`src/rtl/y_stream_monitor_if.sv`:
```
// Bundles the sampled y code, its qualifiers and the monitor results into one port.
interface y_stream_monitor_if #(
    parameter int CNT_W = 8,
    parameter int RUN_W = 6
);
    logic [1:0]       y;
    logic             en;
    logic             clr;
    logic             det;
    logic [CNT_W-1:0] det_cnt;
    logic [RUN_W-1:0] run_len;
    logic [RUN_W-1:0] max_run;

    modport master (
        output y, en, clr,
        input  det, det_cnt, run_len, max_run
    );

    modport slave (
        input  y, en, clr,
        output det, det_cnt, run_len, max_run
    );
endinterface

```
`src/rtl/y_stream_monitor.sv`:
```
// Watches the 2-bit y stream for the 01,10,11 sequence and tracks run lengths of repeated codes.
//
// state  | meaning
// S_IDLE | no partial match
// S_G1   | last valid y was 01
// S_G2   | last two valid y were 01, 10
module y_stream_monitor #(
    parameter int CNT_W = 8,
    parameter int RUN_W = 6
) (
    input  logic                clk,
    input  logic                rst,
    y_stream_monitor_if.slave   bus
);
    typedef enum logic [1:0] {S_IDLE, S_G1, S_G2} state_t;

    localparam logic [CNT_W-1:0] CNT_MAX = '1;
    localparam logic [RUN_W-1:0] RUN_MAX = '1;

    state_t           state_q, state_d;
    logic             det_q, det_d;
    logic [CNT_W-1:0] det_cnt_q, det_cnt_d;
    logic [RUN_W-1:0] run_len_q, run_len_d;
    logic [RUN_W-1:0] max_run_q, max_run_d;
    logic [1:0]       prev_y_q, prev_y_d;
    logic             have_prev_q, have_prev_d;
    logic             match;

    always_ff @(posedge clk or negedge rst) begin
        if (!rst) begin
            state_q     <= S_IDLE;
            det_q       <= 1'b0;
            det_cnt_q   <= '0;
            run_len_q   <= '0;
            max_run_q   <= '0;
            prev_y_q    <= 2'b00;
            have_prev_q <= 1'b0;
        end else begin
            state_q     <= state_d;
            det_q       <= det_d;
            det_cnt_q   <= det_cnt_d;
            run_len_q   <= run_len_d;
            max_run_q   <= max_run_d;
            prev_y_q    <= prev_y_d;
            have_prev_q <= have_prev_d;
        end
    end

    always_comb begin
        state_d     = state_q;
        det_d       = 1'b0;
        det_cnt_d   = det_cnt_q;
        run_len_d   = run_len_q;
        max_run_d   = max_run_q;
        prev_y_d    = prev_y_q;
        have_prev_d = have_prev_q;
        match       = 1'b0;

        if (bus.clr) begin
            state_d     = S_IDLE;
            det_cnt_d   = '0;
            run_len_d   = '0;
            max_run_d   = '0;
            prev_y_d    = 2'b00;
            have_prev_d = 1'b0;
        end else if (bus.en) begin
            case (state_q)
                S_IDLE:  state_d = (bus.y == 2'b01) ? S_G1 : S_IDLE;
                S_G1: begin
                    if (bus.y == 2'b10)      state_d = S_G2;
                    else if (bus.y == 2'b01) state_d = S_G1;
                    else                     state_d = S_IDLE;
                end
                S_G2: begin
                    if (bus.y == 2'b11) begin
                        match   = 1'b1;
                        state_d = S_IDLE;
                    end else if (bus.y == 2'b01) begin
                        state_d = S_G1;
                    end else begin
                        state_d = S_IDLE;
                    end
                end
                default: state_d = S_IDLE;
            endcase

            // det keeps pulsing after the counter has saturated
            if (match) begin
                det_d = 1'b1;
                if (det_cnt_q != CNT_MAX) det_cnt_d = det_cnt_q + 1'b1;
            end

            if (!have_prev_q || bus.y != prev_y_q) run_len_d = {{(RUN_W-1){1'b0}}, 1'b1};
            else if (run_len_q != RUN_MAX)         run_len_d = run_len_q + 1'b1;

            if (run_len_d > max_run_q) max_run_d = run_len_d;
            prev_y_d    = bus.y;
            have_prev_d = 1'b1;
        end
    end

    assign bus.det     = det_q;
    assign bus.det_cnt = det_cnt_q;
    assign bus.run_len = run_len_q;
    assign bus.max_run = max_run_q;
endmodule
```
`src/flat_wrapper.sv`:
```
// flat-port wrapper written by rule: the top's interface ports become plain ports
module y_stream_monitor_flat 
#(
    parameter int CNT_W = 8,
    parameter int RUN_W = 6
)
  (clk, rst, bus_y, bus_en, bus_clr, bus_det, bus_det_cnt, bus_run_len, bus_max_run);
  y_stream_monitor_if #(.CNT_W(CNT_W), .RUN_W(RUN_W)) bus_i ();
  input  logic clk;
  input  logic rst;
  input wire logic [$bits(bus_i.y)-1:0] bus_y;
  input wire logic [$bits(bus_i.en)-1:0] bus_en;
  input wire logic [$bits(bus_i.clr)-1:0] bus_clr;
  output wire logic [$bits(bus_i.det)-1:0] bus_det;
  output wire logic [$bits(bus_i.det_cnt)-1:0] bus_det_cnt;
  output wire logic [$bits(bus_i.run_len)-1:0] bus_run_len;
  output wire logic [$bits(bus_i.max_run)-1:0] bus_max_run;
  assign bus_i.y = bus_y;
  assign bus_i.en = bus_en;
  assign bus_i.clr = bus_clr;
  assign bus_det = bus_i.det;
  assign bus_det_cnt = bus_i.det_cnt;
  assign bus_run_len = bus_i.run_len;
  assign bus_max_run = bus_i.max_run;
  y_stream_monitor #(.CNT_W(CNT_W), .RUN_W(RUN_W)) u_core (.clk(clk), .rst(rst), .bus(bus_i));
endmodule
```
`config.mk`:
```
export PLATFORM = sky130hd
export DESIGN_NAME = y_stream_monitor_flat
export DESIGN_NICKNAME = d
export VERILOG_FILES = /design/src/rtl/y_stream_monitor_if.sv /design/src/rtl/y_stream_monitor.sv /design/src/flat_wrapper.sv
export SDC_FILE = /design/constraint.sdc
export NUM_CORES = 1
export LEC_CHECK = 0
export BUFFER_PORTS_ARGS = -buffer_cell sky130_fd_sc_hd__buf_2
export CAP_MARGIN = 20
export CORE_MARGIN = 5
export CORE_UTILIZATION = 55
export CTS_BUF_LIST = sky130_fd_sc_hd__clkbuf_16
export DETAILED_ROUTE_END_ITERATION = 16
export PLACE_DENSITY = 0.79
export SLEW_MARGIN = 20
export SYNTH_ARGS = -nofsm -noshare
export SYNTH_HDL_FRONTEND = slang
export SYNTH_SLANG_ARGS = --single-unit
```
`constraint.sdc`:
```
create_clock -name clk -period 2.6 [get_ports clk]
set_input_delay 0.52 -clock clk [delete_from_list [all_inputs] [get_ports clk]]
set_output_delay 0.52 -clock clk [all_outputs]
set_load 0.005 [all_outputs]
```
Yosys cells after proc, flatten, opt, wreduce, memory -nomap -nowiden
Cells that the tools add are included.
{ "op_classes": {"addsub": 2, "n_lt_le_gt_ge": 1, "n_eq_ne": 8, "n_mux": 30, "reduce_logical": 9} }
{ "op_table": {"columns": ["op", "n"], "rows": [
  ["2-to-1 mux 6 bit", 9],
  ["2-to-1 mux 8 bit", 4],
  ["2-to-1 mux 2 bit", 6],
  ["2-to-1 mux 1 bit", 10],
  ["adder 8 x 1 -> 8 bit (second input constant)", 1],
  ["inequality test 8 bit (second input constant)", 1],
  ["nonzero test 2 bit", 4],
  ["adder 6 x 1 -> 6 bit (second input constant)", 1],
  ["== test 2 bit (second input constant)", 3],
  ["> comparator 6 bit", 1],
  ["inequality test 6 bit (second input constant)", 1],
  ["case mux 2 bit (3 select lines)", 1],
  ["== test 2 x 1 -> 1 bit (second input constant)", 2],
  ["AND reduction 3 bit", 1],
  ["zero test 2 bit", 1],
  ["inequality test 2 bit", 1],
  ["AND reduction 2 bit", 1],
  ["zero test 1 bit", 1],
  ["logical OR 1 bit", 1]
]} }
{ "totals": {"regBits": 26, "input_bits": 6, "output_inout_bits": 21, "word_cells": 57} }

Longest topological paths before layout
Gate-level depths: netlist of run 1.
{ "logic_depth": {"word_depth": 9, "ltp_mapped": 11, "depth_no_buf": 10} }

Least setup slack after synthesis of run 1
Ideal clock, no wire load.
{ "synth_timing": {"path_type": "register -> register", "from": "register u_core.run_len_q[0], in the netlist u_core.bus.run_len[0]", "to": "register u_core.max_run_q[1], in the netlist u_core.bus.max_run[1]", "setup_ns": 0.132, "arrival_ns": 2.292, "t_required_ns": 2.468, "setup_slack_ns": 0.176, "stages_incl_launch_ff": 12, "n_path_buf": 1, "synth_period_minus_slack_ns": 2.424, "cell_sequence": "dfrtp_1 ha_1 nand3_1 or3_1 a21oi_2 ha_1 nor2b_1 o21bai_1 a31o_1 buf_2 mux2i_1 nor2_1"} }
{ "synth_between": {"elab_chain_cells": 8, "word_cells_on_any_way": 12, "classes_between": "add/sub: 1; order compare: 1; eq/ne: 1; mux: 7; reduce/logical: 2"} }
{ "synth_lines": {"columns": ["element", "line_no", "source"], "rows": [
  ["from (decl)", "y_stream_monitor.sv:23", "logic [RUN_W-1:0] run_len_q, run_len_d;"],
  ["from (signal assigned)", "y_stream_monitor.sv:42", "run_len_q <= run_len_d;"],
  ["adder 6 x 1 -> 6 bit / inequality test 6 bit (equally long branches)", "y_stream_monitor.sv:94", "else if (run_len_q != RUN_MAX) run_len_d = run_len_q + 1'b1;"],
  ["2-to-1 mux 6 bit *", "y_stream_monitor.sv:94", null],
  ["2-to-1 mux 6 bit *", "y_stream_monitor.sv:93", "if (!have_prev_q || bus.y != prev_y_q) run_len_d = {{(RUN_W-1){1'b0}}, 1'b1};"],
  ["2-to-1 mux 6 bit *", "y_stream_monitor.sv:66", "end else if (bus.en) begin"],
  ["2-to-1 mux 6 bit *", "y_stream_monitor.sv:59", "if (bus.clr) begin"],
  ["> comparator 6 bit / 2-to-1 mux 6 bit (equally long branches)", "y_stream_monitor.sv:96", "if (run_len_d > max_run_q) max_run_d = run_len_d;"],
  ["nonzero test 2 bit (no line) / 2-to-1 mux 6 bit (equally long branches)", null, null],
  ["AND reduction 2 bit (no line) / 2-to-1 mux 6 bit (equally long branches)", null, null],
  ["to (signal assigned)", "y_stream_monitor.sv:43", "max_run_q <= max_run_d;"],
  ["to (decl)", "y_stream_monitor.sv:24", "logic [RUN_W-1:0] max_run_q, max_run_d;"]
]} }
Every way passes the cells marked *; elsewhere a longest branch is shown, timed or not. The select of a mux whose other input is x is not followed.
A chain may end at the register's enable or synchronous reset.

Worst setup path after layout of run 1
{ "layout_timing": {"from": "register u_core.run_len_q[0], in the netlist u_core.bus.run_len[0]", "to": "register u_core.max_run_q[0], in the netlist u_core.bus.max_run[0]"} }
Same word-level chain as after synthesis.

==> results_dict.tcl, run 1 <==
set metrics [dict create \
    clkTransAtPathRegs_ns 0.06 \
    die_y_um 62.40 \
    dieWidth_um 62.40 \
    worst_pin_slew_ns 0.5710 \
    maxSlewHeadroom_pct 61.93 \
    first_pass_iters 4 \
    critPathRequiredTime_ns 2.78 \
    dr.first_iter.drc_count 69 \
    clkSinkCount 26 \
    final_area_mm2 0.001842 \
    drtAntennaViolNets 0 \
    fp-row-count 19 \
    status "complete, no violations" \
    pwr_density_cell_mw_per_mm2 447.0 \
    p_leak_nw 0.9180 \
    grt_overflow_total 0 \
    clock.fmax_ghz 0.4052 \
    io_pins 27 \
    syn_to_final_growth_pct 21.96 \
    ir_drop_mv 0.3712 \
    wl_per_cell_um 14.92 \
    drv_cap 0 \
    synth-adder-area-share_pct 6.628 \
    fillCellCount 204 \
    vias 1288 \
    crit_fanout 7 \
    h-tree-depth 1 \
    synth_top_family_by_area "simple AND/OR/NAND/NOR gates" \
    tritoncts "built" \
    synthMuxAreaShare_pct 7.291 \
    start_kind "flop" \
    synth_compound_area_share_pct 8.119 \
    gp_congestion 0.9336 \
    reg2reg_slack_ns 0.13 \
    synth_xor_area_share_pct 4.640 \
    grt_max_degree 27 \
    nets 210 \
    ys_types 38 \
    final-max-slew-violation-count 0 \
    netlist_area_mm2 0.001510 \
    fin_worst_skew_ns 0.005947 \
    yosysTopAreaCellShare_pct 43.08 \
    arrival_ns 2.65 \
    grt_pass1_wl_um 5865 \
    worstSetupPathType "reg2reg" \
    syn-num-nets 171 \
    hold_violations 0 \
    track_usage_pct 18.41 \
    drc_errors 0 \
    wl_um 3373 \
    layout_common_cells "26 x buf_2, 26 x dfrtp_1, 22 x nor2_1" \
    r2r-end "u_core.bus.max_run[0]$_DFFE_PN0P_" \
    yosys.area_share.simple_pct 27.01 \
    clock_latency_ns 0.26 \
    core_area_mm2 0.002686 \
    portBuffers 26 \
    seq_area_frac_synth_pct 43.08 \
    placed_cell_area_mm2 0.001758 \
    finalCritPeriodShare_pct 94.93 \
    antenna_found_initial 0 \
    drt-vias-per-instance 5.699 \
    min_period_ns 2.468 \
    rsz0062_at_grt "false" \
    r2r_cells 11 \
    hp-class "in2async" \
    cp-end-kind "flop" \
    cts_buffers 3 \
    cts_max_path_buffers 2 \
    ys_ff_latch 26 \
    dieArea_mm2 0.003894 \
    synth.avg_cell_area_um2 9.619 \
    synthCells 157 \
    post-dp-hpwl_um 2565 \
    drive_gt1_share_pct 28.21 \
    first_global_vias 1311 \
    start_util_pct 56.22 \
    finalSetupViolations 0 \
    r2r_start "u_core.bus.run_len[0]$_DFFE_PN0P_" \
    synth_area_leader_cell "dfrtp_1" \
    cp-startpoint "u_core.bus.run_len[0]$_DFFE_PN0P_" \
    clockRootBuffer "clkbuf_16" \
    yosys_warnings 0 \
    critPathCapture "u_core.bus.max_run[0]$_DFFE_PN0P_" \
    synthTopCellsByArea "dfrtp_1 43%, mux2i_1 7.3%, ha_1 6.6%, nor2_1 5.5%, xor2_1 3.5%" \
    whs_ns 0.2484 \
    insertedDiodeCount 0 \
]
how the worst min path moves through the flow:
stage                                   endpoint  slack (ns)  cells past startpoint
4_1_cts        u_core.bus.max_run[2]$_DFFE_PN0P_        0.27                      1
6_report       u_core.bus.max_run[2]$_DFFE_PN0P_        0.25                      1
2_1_floorplan           u_core.bus.det$_DFF_PN0_        0.22                      0
5_1_grt        u_core.bus.max_run[2]$_DFFE_PN0P_        0.30                      1
3_5_place_dp      u_core.have_prev_q$_DFFE_PN0P_        0.52                      2
3_3_place_gp      u_core.have_prev_q$_DFFE_PN0P_        0.51                      2
synthesized netlist by cell type:
| cell | instances |
|---|---|
| a211oi_1 | 1 |
| a21o_1 | 1 |
| a21oi_1 | 7 |
| a21oi_2 | 2 |
| a31o_1 | 1 |
| a31oi_1 | 3 |
| and2_1 | 3 |
| and3_1 | 3 |
| and4_1 | 1 |
| buf_1 | 1 |
| buf_2 | 3 |
| clkbuf_1 | 2 |
| dfrtp_1 | 26 |
| ha_1 | 8 |
| inv_1 | 6 |
| mux2i_1 | 11 |
| nand2_1 | 9 |
| nand2_2 | 1 |
| nand2b_1 | 3 |
| nand3_1 | 6 |
| nand3_2 | 1 |
| nand4_1 | 5 |
| nand4_2 | 1 |
| nand4b_1 | 2 |
| nor2_1 | 22 |
| nor2_4 | 1 |
| nor2b_1 | 2 |
| nor3_1 | 1 |
| nor3_2 | 4 |
| nor3b_1 | 2 |
| o21ai_0 | 1 |
| o21ai_1 | 3 |
| o21bai_1 | 1 |
| or2_1 | 1 |
| or3_1 | 3 |
| or4b_1 | 1 |
| xnor2_1 | 2 |
| xor2_1 | 6 |
logic make-up after synthesis:
kind of cell	count (synthesis)
AO/OA/AOI/OAI	20
XOR/XNOR	8
adder cells (fa/ha/maj)	8
buffers and inverters	12
flip-flops	26
multiplexers	11
AND/OR/NAND/NOR	72
flip-flops by register name, indices dropped and copies added (netlist names):
signal and count:
u_core.bus.max_run 6, u_core.bus.det_cnt 8, u_core.bus.det 1, u_core.bus.run_len 6, u_core.prev_y_q 2, u_core.state_q 2
u_core.have_prev_q 1
critical path, cell delays in order (launching register included):
cell and delay, ns:
dfrtp_1 0.39, ha_1 0.22, buf_4 0.15, nor2b_1 0.10, and4_1 0.21, nor3_2 0.05, ha_1 0.32, nand4_1 0.12
o21bai_1 0.17, a31o_2 0.32, or2_1 0.23, a21oi_1 0.12
where the power goes:
part	leakage [nW]	switching [mW]	internal [mW]
clock network	0.0385	0.131	0.206
logic	0.522	0.0421	0.0277
registers	0.358	0.00570	0.411
final cells by class:
class                      count  area, um^2  share of cell area [%]
clock buffer                   3       75.07                   4.076
clock inverter                 1       3.754                  0.2038
inverter                       6       22.52                   1.223
multi-input combinational    119       815.8                   44.29
sequential                    26       650.6                   35.33
tap                           31       38.79                   2.106
timing repair buffer          40       235.2                   12.77
per-stage QoR:
step | total power [mW] | cells | setup WS [ns] | utilization [%] | TNS [ns]
finish | 0.8232 | 226 | 0.1319 | 68.56 | 0
global route | 0.8561 | 226 | 0.001086 | 68.56 | 0
CTS | 0.8309 | 226 | 0.07001 | 68.37 | 0
detailed placement | 0.4943 | 222 | -0.02762 | 65.44 | -0.1007
global placement | 0.4910 | 222 | 0.02833 | 65.44 | 0
floorplan | 0.4646 | 157 | 0.1760 | - | 0
per-layer routing:
| metal | share of wire, % | vias to the layer above | routed length [um] | GRT usage (%) |
|---|---|---|---|---|
| li1 | - | 625 | - | - |
| met1 | 44 | 623 | 1482 | 22.58 |
| met2 | 50 | 35 | 1695 | 31.99 |
| met3 | 4.2 | 5 | 143 | 2.698 |
| met4 | 1.6 | 0 | 53 | 7.692 |
| met5 | 0 | - | 0 | 0 |
repair_timing:
action	CTS	global route
setup buffers	0	0
resized for setup	0	2
endpoints found under the setup margin	0	6
hold buffers	0	0
No activity file was read; power rests on OpenSTA's default activity.
==> run 2, diff against run 1 <==
- REMOVE_ABC_BUFFERS: unset -> 1
- SETUP_SLACK_MARGIN: unset -> 0.5
==> results_dict.tcl, run 2 (synthesis gave the netlist of run 1 again) <==
set metrics [dict create \
    first_global_vias 1310 \
    critPathBufInv 1 \
    p_sw_share_pct 22.01 \
    dr.first_iter.drc_count 43 \
    multi_input_comb_area_um2 865.8 \
    drt-vias-per-instance 5.587 \
    hold_violations 0 \
    status "complete, no violations" \
    drtAntennaViolNets 0 \
    clock.fmax_ghz 0.4212 \
    crit_path_top_delay_cell "dfrtp_1" \
    layout_common_cells "26 x buf_2, 25 x dfrtp_1, 22 x nor2_1" \
    wl_per_cell_um 15.25 \
    grt_max_degree 27 \
    final_area_mm2 0.001878 \
    clkTransAtPathRegs_ns 0.06 \
    die_y_um 62.40 \
    intPower_mw 0.6444 \
    post-dp-hpwl_um 2495 \
    dieWidth_um 62.40 \
    clock_latency_ns 0.26 \
    finalSetupViolations 0 \
    cts_buffers 3 \
    antenna_found_initial 0 \
    layout_setup_ws_ns 0.2257 \
    largest_reg_flops 8 \
    grt_pass1_wl_um 6065 \
    arrival_ns 2.56 \
    tns_ns 0 \
    fp-row-count 19 \
    dpl.cell_count 220 \
    pwr-share-seq_pct 50.5 \
    drc_errors 0 \
    pwr-share-comb_pct 8.8 \
    hp-class "in2async" \
    cp-end-kind "flop" \
    slowest_delay_ns 0.41 \
    p_switching_mw 0.1819 \
    core_area_mm2 0.002686 \
    io_pins 27 \
    start_kind "flop" \
    regArea_um2 651.9 \
    track_usage_pct 18.85 \
    clockRootBuffer "clkbuf_16" \
    drive_gt1_share_pct 30.21 \
    pwr_density_cell_mw_per_mm2 440.0 \
    fillCellCount 214 \
    grt_overflow_total 0 \
    portBuffers 26 \
    dp_slack_ns -0.05648 \
    dieArea_mm2 0.003894 \
    worst_pin_slew_ns 0.5723 \
    mostFrequentLayoutCell "buf_2" \
    placed_cell_area_mm2 0.001743 \
    tritoncts "built" \
    h-tree-depth 1 \
    clkSinkCount 26 \
    first_pass_iters 4 \
    syn_to_final_growth_pct 24.36 \
    finalCritPeriodShare_pct 91.32 \
    drv_cap 0 \
    cts_max_path_buffers 2 \
    p_total_mw 0.8264 \
    final_cells 223 \
    rsz0062_at_grt "true" \
    p_leak_nw 0.9102 \
    min_period_ns 2.374 \
    gp_congestion 0.8485 \
    path_delay_family "simple AND/OR/NAND/NOR gates" \
    insertedDiodeCount 0 \
    path_cells "ha_4 > buf_6 > nor2b_1 > and4_1 > nor3_2 > ha_1 > nand4_1 > o21bai_4 > a31o_4 > or2_1 > a21oi_1" \
    maxSlewHeadroom_pct 61.85 \
    start_util_pct 56.22 \
    wl_um 3401 \
    ir_drop_mv 0.4077 \
    vias 1246 \
    nets 208 \
    crit_fanout 7 \
    fin_worst_skew_ns 0.003973 \
    critPathRequiredTime_ns 2.78 \
    final-max-slew-violation-count 0 \
    worstSetupPathType "reg2reg" \
    clockPowerShare_pct 40.7 \
]
-- run 2: path summary, 6_finish.rpt --
kind	cells after the start	slack [ns]	start	endpoint
min	1	0.25	rst	u_core.bus.max_run[1]$_DFFE_PN0P_
max in group asynchronous	1	1.94	rst	u_core.bus.run_len[2]$_DFFE_PN0P_
min in group clk	2	0.53	u_core.have_prev_q$_DFFE_PN0P_	u_core.have_prev_q$_DFFE_PN0P_
max reg2reg	11	0.23	u_core.bus.run_len[1]$_DFFE_PN0P_	u_core.bus.max_run[0]$_DFFE_PN0P_
max	11	0.23	u_core.bus.run_len[1]$_DFFE_PN0P_	u_core.bus.max_run[0]$_DFFE_PN0P_
min reg2reg	2	0.53	u_core.have_prev_q$_DFFE_PN0P_	u_core.have_prev_q$_DFFE_PN0P_
-- run 2: what timing repair did --
| action | in CTS | in global routing |
|---|---|---|
| endpoints found under the setup margin | 6 | 6 |
| resized for setup | 10 | 2 |
| setup buffers | 0 | 0 |
| hold endpoints to repair | 0 | 0 |
| hold buffers | 0 | 0 |
| pin swaps | 5 | 0 |
-- run 2: per-stage QoR --
step                hold WS (ns)  utilization [%]
floorplan                 0.2244                -
global route              0.3087            69.91
finish                    0.2515            69.91
detailed placement        0.5113            64.88
CTS                       0.2696            69.49
global placement          0.5079            64.88
-- run 2: power groups by stage --
stage / logic, mW / clock network (mW) / registers [mW]
6_report: 0.0726 / 0.337 / 0.417
3_5_place_dp: 0.0690 / 0 / 0.424
3_3_place_gp: 0.0660 / 0 / 0.424
5_1_grt: 0.0815 / 0.362 / 0.418
4_1_cts: 0.0724 / 0.344 / 0.417
2_1_floorplan: 0.0312 / 0 / 0.424
-- run 2: layout make-up --
type	count	area share (%)
tap	31	2.065
multi-input combinational	119	46.10
clock buffer	3	3.997
inverter	6	1.199
sequential	26	34.71
timing repair buffer	38	11.93
-- run 2: metal layers --
metal	part of all wire, %	track usage (%)	vias to the layer above
li1	-	-	621
met2	53	32.64	24
met3	3.9	4.137	6
met1	42	23.22	595
met5	0	0	-
met4	1.4	5.836	0
==> run 3, diff against run 2 <==
==> constraint.sdc (replaced) <==
create_clock -name clk -period 2.6 [get_ports clk]
set_input_delay 0.13 -clock clk [delete_from_list [all_inputs] [get_ports clk]]
set_output_delay 0.13 -clock clk [all_outputs]
set_load 0.005 [all_outputs]
==> results_dict.tcl, run 3 (synthesis gave the netlist of run 1 again) <==
set metrics [dict create \
    status "complete, no violations" \
    tritoncts "built" \
    drive_gt1_share_pct 30.61 \
    vias 1290 \
    portBuffers 26 \
    final_area_mm2 0.001904 \
    syn_to_final_growth_pct 26.10 \
    drv_cap 0 \
    hold_violations 0 \
    placed_cell_area_mm2 0.001698 \
    ir_drop_mv 0.3516 \
    start_util_pct 56.22 \
    use_met1_pct 22.64 \
    track_usage_pct 18.13 \
    layout_common_cells "26 x buf_2, 25 x dfrtp_1, 22 x nor2_1" \
    cts_buffers 3 \
    clkTransAtPathRegs_ns 0.06 \
    slowest_delay_ns 0.39 \
    antenna_found_initial 0 \
    gp_congestion 0.7959 \
    critPathRequiredTime_ns 2.79 \
    grtUsageMet2_pct 31.22 \
    finalCritPeriodShare_pct 95.36 \
    clock.fmax_ghz 0.4033 \
    dr.first_iter.drc_count 69 \
    cts_max_path_buffers 2 \
    fin_worst_skew_ns 0.001845 \
    cp-end-kind "flop" \
    h-tree-depth 1 \
    grt_max_degree 27 \
    r2r-end "u_core.bus.max_run[0]$_DFFE_PN0P_" \
    drc_errors 0 \
    wl_um 3504 \
    clock_latency_ns 0.26 \
    r2r_cells 11 \
    crit_path_top_delay_cell "dfrtp_1" \
    grt_overflow_total 0 \
    pwr_density_cell_mw_per_mm2 440.9 \
    path_cells "ha_4 > buf_6 > nand3_1 > nor3b_2 > nor3_4 > ha_1 > nand4_1 > o21bai_4 > a31o_4 > or2_1 > a21oi_2" \
    grt_pass1_wl_um 5809 \
    maxSlewHeadroom_pct 61.75 \
    cp-startpoint "u_core.bus.run_len[0]$_DFFE_PN0P_" \
    worstSetupPathType "reg2reg" \
    final_util_pct 70.89 \
    dieWidth_um 62.40 \
    post-dp-hpwl_um 2346 \
    first_pass_iters 4 \
    arrival_ns 2.67 \
    fp-row-count 19 \
    core_area_mm2 0.002686 \
    dieArea_mm2 0.003894 \
    min_period_ns 2.479 \
    finalSetupViolations 0 \
    insertedDiodeCount 0 \
    crit_fanout 7 \
    die_y_um 62.40 \
    p_leak_nw 0.9233 \
    first_global_vias 1269 \
    critPathCapture "u_core.bus.max_run[0]$_DFFE_PN0P_" \
    clkSinkCount 26 \
    nets 211 \
    clockRootBuffer "clkbuf_16" \
    use_met3_pct 2.518 \
    start_kind "flop" \
    r2r_start "u_core.bus.run_len[0]$_DFFE_PN0P_" \
    drt-vias-per-instance 5.683 \
    rsz0062_at_grt "true" \
    wl_per_cell_um 15.44 \
    final-max-slew-violation-count 0 \
    hp-class "in2reg" \
    io_pins 27 \
    reg2reg_slack_ns 0.12 \
    worst_pin_slew_ns 0.5737 \
    mostFrequentLayoutCell "buf_2" \
    drtAntennaViolNets 0 \
    grt.busiest_layer "met2" \
    largest_reg_flops 8 \
]
==> run 3: cell types whose count changed in the layout (fill, tap and decap cells not counted), sizes merged <==
cell	delta
clkinv	+1
buf	+2
dlygate4sd3	+1
==> run 3: what timing repair did <==
item,4_1_cts,5_1_grt
setup endpoints to repair,6,6
endpoints found under the hold margin,26,0
pin swaps,4,10
resized for setup,7,4
buffers inserted,5,3
hold buffers,1,0
gates cloned,0,0
==> run 3: worst min path at each step <==
stage	from	to	slack [ns]	cells after the start
final	bus_y[1]	u_core.prev_y_q[1]$_DFFE_PN0P_	0.17	3
after global routing	bus_y[1]	u_core.prev_y_q[1]$_DFFE_PN0P_	0.19	3
after CTS	bus_y[1]	u_core.prev_y_q[1]$_DFFE_PN0P_	0.17	3
after detailed placement	rst	u_core.bus.max_run[2]$_DFFE_PN0P_	0.16	1
after global placement	rst	u_core.bus.max_run[1]$_DFFE_PN0P_	0.16	1
after floorplan	rst	u_core.bus.det$_DFF_PN0_	-0.17	0
==> run 3: layer usage <==
metal  routed length [um]  up-vias  part of all wire (%)
li1                     -      627                     -
met1                 1511      628                    43
met2                 1793       29                    51
met3                  143        6                   4.1
met4                   55        0                   1.6
met5                    0        -                     0
==> run 3: critical path: cells and delay by family, from the launching register on <==
kind,cells,cell delay [ns]
adder cells (fa/ha/maj),2,0.49
AND/OR/NAND/NOR,5,0.79
buffers and inverters,1,0.11
AO/OA/AOI/OAI,3,0.63
flip-flops,1,0.39
==> run 3: power breakdown <==
part | total [mW] | switching, mW | leakage, nW | internal [mW]
Combinational | 0.0767 | 0.0452 | 0.529 | 0.0315
Sequential | 0.417 | 0.00616 | 0.356 | 0.411
Clock | 0.346 | 0.140 | 0.0385 | 0.206
Total | 0.840 | 0.191 | 0.923 | 0.648
==> run 3: final cells by class <==
class | count | area [um^2]
multi-input combinational | 119 | 863.3
fill | 199 | 782.0
sequential | 26 | 651.9
timing repair buffer | 41 | 249.0
clock buffer | 3 | 75.07
tap | 31 | 38.79
inverter | 6 | 22.52
clock inverter | 1 | 3.754
==> run 3: stage by stage <==
| step | setup WS (ns) | cells | power (mW) | setup TNS, ns | hold WS, ns |
|---|---|---|---|---|---|
| after CTS | 0.1961 | 224 | 0.8386 | 0 | 0.1713 |
| after detailed placement | -0.01075 | 214 | 0.4899 | -0.01231 | 0.1578 |
| after global routing | -0.02463 | 227 | 0.8730 | -0.02463 | 0.1852 |
| after global placement | 0.09987 | 214 | 0.4868 | 0 | 0.1554 |
| after floorplan | 0.1663 | 151 | 0.4555 | 0 | -0.1656 |
| final | 0.1206 | 227 | 0.8397 | 0 | 0.1749 |
